===== config.mk =====
export PLATFORM = sky130hd
export DESIGN_NAME = gshare_predictor_flat
export DESIGN_NICKNAME = d
export VERILOG_FILES = /design/src/rtl/bp_pkg.sv /design/src/rtl/gshare_predictor_if.sv /design/src/rtl/bp_counter_table.sv /design/src/rtl/gshare_predictor.sv /design/src/flat_wrapper.sv
export SDC_FILE = /design/constraint.sdc
export NUM_CORES = 1
export LEC_CHECK = 0
export BUFFER_PORTS_ARGS = -buffer_cell sky130_fd_sc_hd__clkbuf_2
export CAP_MARGIN = 0
export CORE_MARGIN = 2
export CORE_UTILIZATION = 40
export CTS_BUF_LIST = sky130_fd_sc_hd__clkbuf_4 sky130_fd_sc_hd__clkbuf_8
export DETAILED_ROUTE_END_ITERATION = 10
export PLACE_DENSITY = 0.61
export SLEW_MARGIN = 0
export SYNTH_ARGS = -nofsm -noshare
export SYNTH_HDL_FRONTEND = slang
export SYNTH_SLANG_ARGS = --single-unit

===== constraint.sdc =====
create_clock -name clk -period 45 [get_ports clk]
set_input_delay 2.25 -clock clk [delete_from_list [all_inputs] [get_ports clk]]
set_output_delay 2.25 -clock clk [all_outputs]
set_load 0.02 [all_outputs]

===== src/rtl/bp_pkg.sv =====
// Shared types and helpers for the gshare branch predictor.
package bp_pkg;

    localparam logic [1:0] STRONG_NT = 2'd0;
    localparam logic [1:0] WEAK_NT   = 2'd1;
    localparam logic [1:0] WEAK_T    = 2'd2;
    localparam logic [1:0] STRONG_T  = 2'd3;

    // Widest counter the helpers support; callers zero-extend into this width.
    localparam int CTR_MAX_W = 8;

    typedef enum logic {
        ST_INIT = 1'b0,
        ST_RUN  = 1'b1
    } bp_state_e;

    function automatic logic [CTR_MAX_W-1:0] sat_inc(input logic [CTR_MAX_W-1:0] c, input int w);
        logic [CTR_MAX_W-1:0] mx;
        mx = CTR_MAX_W'((1 << w) - 1);
        return (c >= mx) ? mx : c + 1'b1;
    endfunction

    function automatic logic [CTR_MAX_W-1:0] sat_dec(input logic [CTR_MAX_W-1:0] c, input int w);
        return (c == '0) ? c : c - 1'b1;
    endfunction

    // PC bits starting at pc_lsb XOR zero-extended history, masked to idx_w bits.
    function automatic logic [31:0] idx_hash(input logic [31:0] pc, input logic [31:0] ghr,
                                             input int pc_lsb, input int idx_w);
        return ((pc >> pc_lsb) ^ ghr) & ((32'd1 << idx_w) - 32'd1);
    endfunction

endpackage


===== src/rtl/gshare_predictor_if.sv =====
// Lookup/update/status bundle between the pipeline and the predictor.
interface gshare_predictor_if #(
    parameter int CTR_W = 2,
    parameter int GHR_W = 8
);
    logic             pred_valid;
    logic [31:0]      pred_pc;
    logic             pred_taken;
    logic [CTR_W-1:0] pred_ctr;
    logic [GHR_W-1:0] pred_ghr;
    logic             upd_valid;
    logic [31:0]      upd_pc;
    logic [GHR_W-1:0] upd_ghr;
    logic             upd_taken;
    logic             upd_mispredict;
    logic             init_busy;
    logic [31:0]      perf_branches;
    logic [31:0]      perf_mispredicts;

    modport master (
        output pred_valid, pred_pc, upd_valid, upd_pc, upd_ghr, upd_taken, upd_mispredict,
        input  pred_taken, pred_ctr, pred_ghr, init_busy, perf_branches, perf_mispredicts
    );

    modport slave (
        input  pred_valid, pred_pc, upd_valid, upd_pc, upd_ghr, upd_taken, upd_mispredict,
        output pred_taken, pred_ctr, pred_ghr, init_busy, perf_branches, perf_mispredicts
    );
endinterface


===== src/rtl/bp_counter_table.sv =====
// Pattern history table: async read, read-modify-write saturating update,
// and a one-entry-per-cycle initialisation sweep after reset.
//
//   state   | meaning
//   ST_INIT | sweeping entries with INIT_CTR, reads not valid
//   ST_RUN  | normal operation, updates honoured
module bp_counter_table
    import bp_pkg::*;
#(
    parameter int ENTRIES  = 256,
    parameter int CTR_W    = 2,
    parameter int INIT_CTR = 1,
    localparam int IDX_W   = $clog2(ENTRIES)
) (
    input  logic             clk,
    input  logic             rst,
    input  logic [IDX_W-1:0] rd_idx,
    output logic [CTR_W-1:0] rd_ctr,
    input  logic             wr_en,
    input  logic [IDX_W-1:0] wr_idx,
    input  logic             wr_taken,
    output logic             init_busy
);
    logic [CTR_W-1:0] mem [ENTRIES];
    bp_state_e        state;
    logic [IDX_W-1:0] sweep;

    logic                 mem_we;
    logic [IDX_W-1:0]     mem_addr;
    logic [CTR_W-1:0]     mem_data;
    logic [CTR_MAX_W-1:0] cur_ext;
    logic [CTR_MAX_W-1:0] nxt_ext;

    assign rd_ctr    = mem[rd_idx];
    assign init_busy = (state == ST_INIT);

    // Select between sweep writes and saturating counter updates.
    always_comb begin
        cur_ext  = CTR_MAX_W'(mem[wr_idx]);
        nxt_ext  = wr_taken ? sat_inc(cur_ext, CTR_W) : sat_dec(cur_ext, CTR_W);
        mem_we   = 1'b0;
        mem_addr = wr_idx;
        mem_data = nxt_ext[CTR_W-1:0];
        if (!rst) begin
            if (state == ST_INIT) begin
                mem_we   = 1'b1;
                mem_addr = sweep;
                mem_data = CTR_W'(INIT_CTR);
            end else if (wr_en) begin
                mem_we = 1'b1;
            end
        end
    end

    // Table storage write port.
    always_ff @(posedge clk) begin
        if (mem_we)
            mem[mem_addr] <= mem_data;
    end

    // Init sweep sequencing; last entry written moves to ST_RUN.
    always_ff @(posedge clk) begin
        if (rst) begin
            state <= ST_INIT;
            sweep <= '0;
        end else if (state == ST_INIT) begin
            sweep <= sweep + 1'b1;
            if (sweep == IDX_W'(ENTRIES - 1))
                state <= ST_RUN;
        end
    end
endmodule


===== src/rtl/gshare_predictor.sv =====
// Gshare direction predictor: speculative GHR with mispredict repair,
// PHT lookup/update and saturating performance counters.
module gshare_predictor
    import bp_pkg::*;
#(
    parameter int ENTRIES  = 256,
    parameter int CTR_W    = 2,
    parameter int GHR_W    = 8,
    parameter int PC_LSB   = 2,
    parameter int INIT_CTR = 1,
    localparam int IDX_W   = $clog2(ENTRIES)
) (
    input  logic              clk,
    input  logic              rst,
    gshare_predictor_if.slave bus
);
    logic [GHR_W-1:0] ghr;
    logic [IDX_W-1:0] rd_idx;
    logic [IDX_W-1:0] wr_idx;
    logic [CTR_W-1:0] rd_ctr;
    logic             busy;
    logic             upd_acc;

    assign rd_idx  = IDX_W'(idx_hash(bus.pred_pc, 32'(ghr), PC_LSB, IDX_W));
    assign wr_idx  = IDX_W'(idx_hash(bus.upd_pc, 32'(bus.upd_ghr), PC_LSB, IDX_W));
    assign upd_acc = bus.upd_valid & ~busy;

    bp_counter_table #(
        .ENTRIES  (ENTRIES),
        .CTR_W    (CTR_W),
        .INIT_CTR (INIT_CTR)
    ) u_table (
        .clk       (clk),
        .rst       (rst),
        .rd_idx    (rd_idx),
        .rd_ctr    (rd_ctr),
        .wr_en     (upd_acc),
        .wr_idx    (wr_idx),
        .wr_taken  (bus.upd_taken),
        .init_busy (busy)
    );

    assign bus.init_busy  = busy;
    assign bus.pred_ctr   = busy ? '0 : rd_ctr;
    assign bus.pred_taken = bus.pred_ctr[CTR_W-1];
    assign bus.pred_ghr   = busy ? '0 : ghr;

    // History: repair from the MEM snapshot wins over the IF speculative shift.
    always_ff @(posedge clk) begin
        if (rst || busy)
            ghr <= '0;
        else if (upd_acc && bus.upd_mispredict)
            ghr <= (bus.upd_ghr << 1) | GHR_W'(bus.upd_taken);
        else if (bus.pred_valid)
            ghr <= (ghr << 1) | GHR_W'(bus.pred_taken);
    end

    // Saturating branch and mispredict counters over accepted updates.
    always_ff @(posedge clk) begin
        if (rst) begin
            bus.perf_branches    <= '0;
            bus.perf_mispredicts <= '0;
        end else if (upd_acc) begin
            if (bus.perf_branches != 32'hFFFF_FFFF)
                bus.perf_branches <= bus.perf_branches + 32'd1;
            if (bus.upd_mispredict && bus.perf_mispredicts != 32'hFFFF_FFFF)
                bus.perf_mispredicts <= bus.perf_mispredicts + 32'd1;
        end
    end
endmodule


===== src/flat_wrapper.sv =====
// flat-port wrapper written by rule: the top's interface ports become plain ports
module gshare_predictor_flat import bp_pkg::*;
#(
    parameter int ENTRIES  = 256,
    parameter int CTR_W    = 2,
    parameter int GHR_W    = 8,
    parameter int PC_LSB   = 2,
    parameter int INIT_CTR = 1,
    localparam int IDX_W   = $clog2(ENTRIES)
)
  (clk, rst, bus_pred_valid, bus_pred_pc, bus_upd_valid, bus_upd_pc, bus_upd_ghr, bus_upd_taken, bus_upd_mispredict, bus_pred_taken, bus_pred_ctr, bus_pred_ghr, bus_init_busy, bus_perf_branches, bus_perf_mispredicts);
  gshare_predictor_if #(.CTR_W(CTR_W), .GHR_W(GHR_W)) bus_i ();
  input  logic clk;
  input  logic rst;
  input wire logic [$bits(bus_i.pred_valid)-1:0] bus_pred_valid;
  input wire logic [$bits(bus_i.pred_pc)-1:0] bus_pred_pc;
  input wire logic [$bits(bus_i.upd_valid)-1:0] bus_upd_valid;
  input wire logic [$bits(bus_i.upd_pc)-1:0] bus_upd_pc;
  input wire logic [$bits(bus_i.upd_ghr)-1:0] bus_upd_ghr;
  input wire logic [$bits(bus_i.upd_taken)-1:0] bus_upd_taken;
  input wire logic [$bits(bus_i.upd_mispredict)-1:0] bus_upd_mispredict;
  output wire logic [$bits(bus_i.pred_taken)-1:0] bus_pred_taken;
  output wire logic [$bits(bus_i.pred_ctr)-1:0] bus_pred_ctr;
  output wire logic [$bits(bus_i.pred_ghr)-1:0] bus_pred_ghr;
  output wire logic [$bits(bus_i.init_busy)-1:0] bus_init_busy;
  output wire logic [$bits(bus_i.perf_branches)-1:0] bus_perf_branches;
  output wire logic [$bits(bus_i.perf_mispredicts)-1:0] bus_perf_mispredicts;
  assign bus_i.pred_valid = bus_pred_valid;
  assign bus_i.pred_pc = bus_pred_pc;
  assign bus_i.upd_valid = bus_upd_valid;
  assign bus_i.upd_pc = bus_upd_pc;
  assign bus_i.upd_ghr = bus_upd_ghr;
  assign bus_i.upd_taken = bus_upd_taken;
  assign bus_i.upd_mispredict = bus_upd_mispredict;
  assign bus_pred_taken = bus_i.pred_taken;
  assign bus_pred_ctr = bus_i.pred_ctr;
  assign bus_pred_ghr = bus_i.pred_ghr;
  assign bus_init_busy = bus_i.init_busy;
  assign bus_perf_branches = bus_i.perf_branches;
  assign bus_perf_mispredicts = bus_i.perf_mispredicts;
  gshare_predictor #(.ENTRIES(ENTRIES), .CTR_W(CTR_W), .GHR_W(GHR_W), .PC_LSB(PC_LSB), .INIT_CTR(INIT_CTR)) u_core (.clk(clk), .rst(rst), .bus(bus_i));
endmodule

==> summary.md <==
| Metric | Value |
|---|---|
| Layout cells sized above 1 | 26.1% |
| Initial DRC Count | 2446 |
| Crit path max fanout | 47 |
| CP arrival | around 7 ns |
| Area leader, netlist | edfxtp_1 |
| Slew @ Worst Pin | 1.37 ns |
| Synthesized cell area | between 20000 and 30000 um2 |
| TritonRoute pass-1 iters | 5 |
| Fillers | around 6.4k |
| Grt ovf | 0 |
| First-pass GRT wire length | approximately 130 mm |
| All-Layer GR Usage | a little under a quarter |
| Slew Limit Fails | 0 |
| Post-DP HPWL | 55.3 mm |
| H-tree Lvls | 3 |
| DIE HEIGHT | 273 um |
| Yosys cell types | 58 |
| #FFs+latches synth | roughly 590 |
| Avg Synthesized Cell Area | between 10 and 15 um2 |
| Tcrit/Tclk final | a little over 20% |
| CTS Buffer Depth | 3 |
| Peak supply drop | 27.4 uV |
| Footprint of the multi-input gates | 11400 um2 |
| Top-area cell type share of the netlist area | 53.0% |
| TritonCTS clock tree | done |
| GPL Wtd Cong | between 0.9 and 1 |
| IO Port Bufs | 105 |
| Via count | 19.4k |
| Kind of critical path | in2out |
| Synth top cells by count | 512 x edfxtp_1, 380 x nor2_1, 260 x mux4_2 |
| Top-count cell post-synth | edfxtp_1 |
| CTS Sinks | 593 |
| Layout area overhead | 12.0% |
| Ys flop type | edfxtp_1 |
| Die area | 74700 um2 |
| Pin count of the biggest net entering global routing | approximately 260 |
| IO Pins | 154 |
| Core area | 71600 um2 |
| Hold-fix buffers, CTS | 0 |
| # setup viols final | 0 |
| Status | finished, final reports clean |
| Slew headroom | 8.58% |
| Seq. cell area | around 17000 um2 |
| CP endpoint kind | primary output |
| Worst Skew | 0.0392 ns |
| Largest cells by area after synthesis | edfxtp_1 53%, mux4_2 20%, dfxtp_1 5.6% |
| # resized after CTS | 0 |
| Post-synthesis instance total | approximately 2.0k |
| DP Cell Count | 2989 |
| Layout Nets | 2220 |
| Fmax | between 0.1 and 0.15 GHz |
| Sequential-to-total area share from yosys stat | 58.6% |
| Initial core utilization | 40.5% |
| DRT antenna net count | 0 |
| Antenna diodes | 0 |
| Antenna violations before repair | 1 |
| CTS buffer count | 98 |
| Root Driver | clkbuf_8 |
| Routed vias/inst | 6.14 |
| Row count | 98 |
| Yosys warns | 0 |
| Final Non-Filler Cells | roughly 3.2k |
| RSZ-0062 raised after global routing | no |
| Post-route cell area | 32500 um2 |
| Hold WC Path Type | reg2reg |
| Post-DP Area | between 30000 and 40000 um2 |
| Syn nets | 2087 |
| Setup_tns | 0 ns |
| Final hold slack | 0.509 ns |
| Total chip power | ~1.3 mW |
| Clock Latency Late Sink | slightly above 0.7 ns |
| DRC Markers | 0 |
| Pwr/cell area | 39.4 nW/um2 |
| # Max-Cap Violations | 0 |
| Asr flop ratio synth | 0% |
| Leakage Power | a little over 10 nW |
| Worst-path clk slew | around 0.060 ns |
| Period minus WS final | 9.28 ns |
| CP Launch Type | primary input |
| Total wire length | 86.7 mm |
| Routed wire length per instance | 27.4 um |
| # Post-CTS Setup Buffers | 0 |
| Final hold violations | 0 |
| Number of synthesized flops with an enable pin | 512 |
| Chip width | 273 um |
| R2R Setup Slk | 39.93 ns |
| Req. time, crit path | 42.75 ns |
| Vias in the first global route | 19.5k |
## worst paths after layout
kind         cells after the start                            to                         start
min                              2  u_core.bus.perf_branches[19]  u_core.bus.perf_branches[19]
max                             10               bus_pred_ctr[0]                bus_pred_pc[2]
max reg2reg                      9                 u_core.ghr[0]                 u_core.ghr[0]
min reg2reg                      2  u_core.bus.perf_branches[19]  u_core.bus.perf_branches[19]
## layout by cell type (no fill, tap or decap), drive strengths merged, types with 41 or more instances in the layout
cell    synthesis  routed
a22oi          50      50
nand2         149     149
edfxtp        512     512
a21oi          44      44
xor2           41      41
clkbuf         76     227
xnor2          44      44
nor2          382     382
dfxtp          81      81
clkinv          0      41
mux4          262     262
buf            48      52
nand3          59      59
## report_power, final
group / internal (mW) / switching [mW] / leakage, nW
sequential: 0.640 / 0.000849 / 5.25
combinational: 0.0510 / 0.118 / 4.02
clock: 0.247 / 0.221 / 0.981
total: 0.938 / 0.340 / 10.2
## flip-flops by register name, indices dropped and copies added (netlist names)
name,count
u_core.bus.perf_branches,32
u_core.u_table.sweep,8
u_core.ghr,8
u_core.bus.perf_mispredicts,32
u_core.u_table.mem,512
u_core.u_table.state,1
## logic make-up after synthesis
logic type,count (synthesis),share of synthesized area [%]
AO/OA/AOI/OAI,186,4.31
AND/OR/NAND/NOR,706,10.4
multiplexers,292,21.4
XOR/XNOR,85,2.66
buffers and inverters,141,2.46
flip-flops,593,58.6
adder cells (fa/ha/maj),3,0.129
## cell type report
class | instances | share of cell area (%)
multi-input cells | 1272 | 35.2
well taps | 950 | 3.66
clock inverters | 50 | 1.01
flip-flops and latches | 593 | 52.3
inverters | 17 | 0.196
repair buffers | 157 | 2.90
clock buffers | 122 | 4.74
## stage by stage
stage | util (%) | setup WS, ns
2_1_floorplan | - | 28.06
3_3_place_gp | 42.8 | 35.70
3_5_place_dp | 42.8 | 35.69
4_1_cts | 45.4 | 35.68
5_1_grt | 45.4 | 35.39
6_report | 45.4 | 35.72
## routing by layer
| layer | global-route usage, % | routed length (um) | vias to the layer above |
|---|---|---|---|
| met4 | 8.83 | 3020 | 0 |
| met1 | 31.6 | 33800 | 9962 |
| li1 | - | - | 8149 |
| met2 | 36.8 | 40500 | 1122 |
| met5 | 0 | 0 | - |
| met3 | 5.26 | 9260 | 181 |
## worst max-delay path: stages
cell	delay, ns
clkbuf_2	0.15
xor2_4	0.52
buf_4	0.89
buf_4	0.80
mux4_2	0.63
mux4_2	0.52
mux4_2	0.57
a32oi_1	0.22
o31ai_1	0.18
clkbuf_2	0.20
Note: power is estimated with default switching activity, not from simulation.
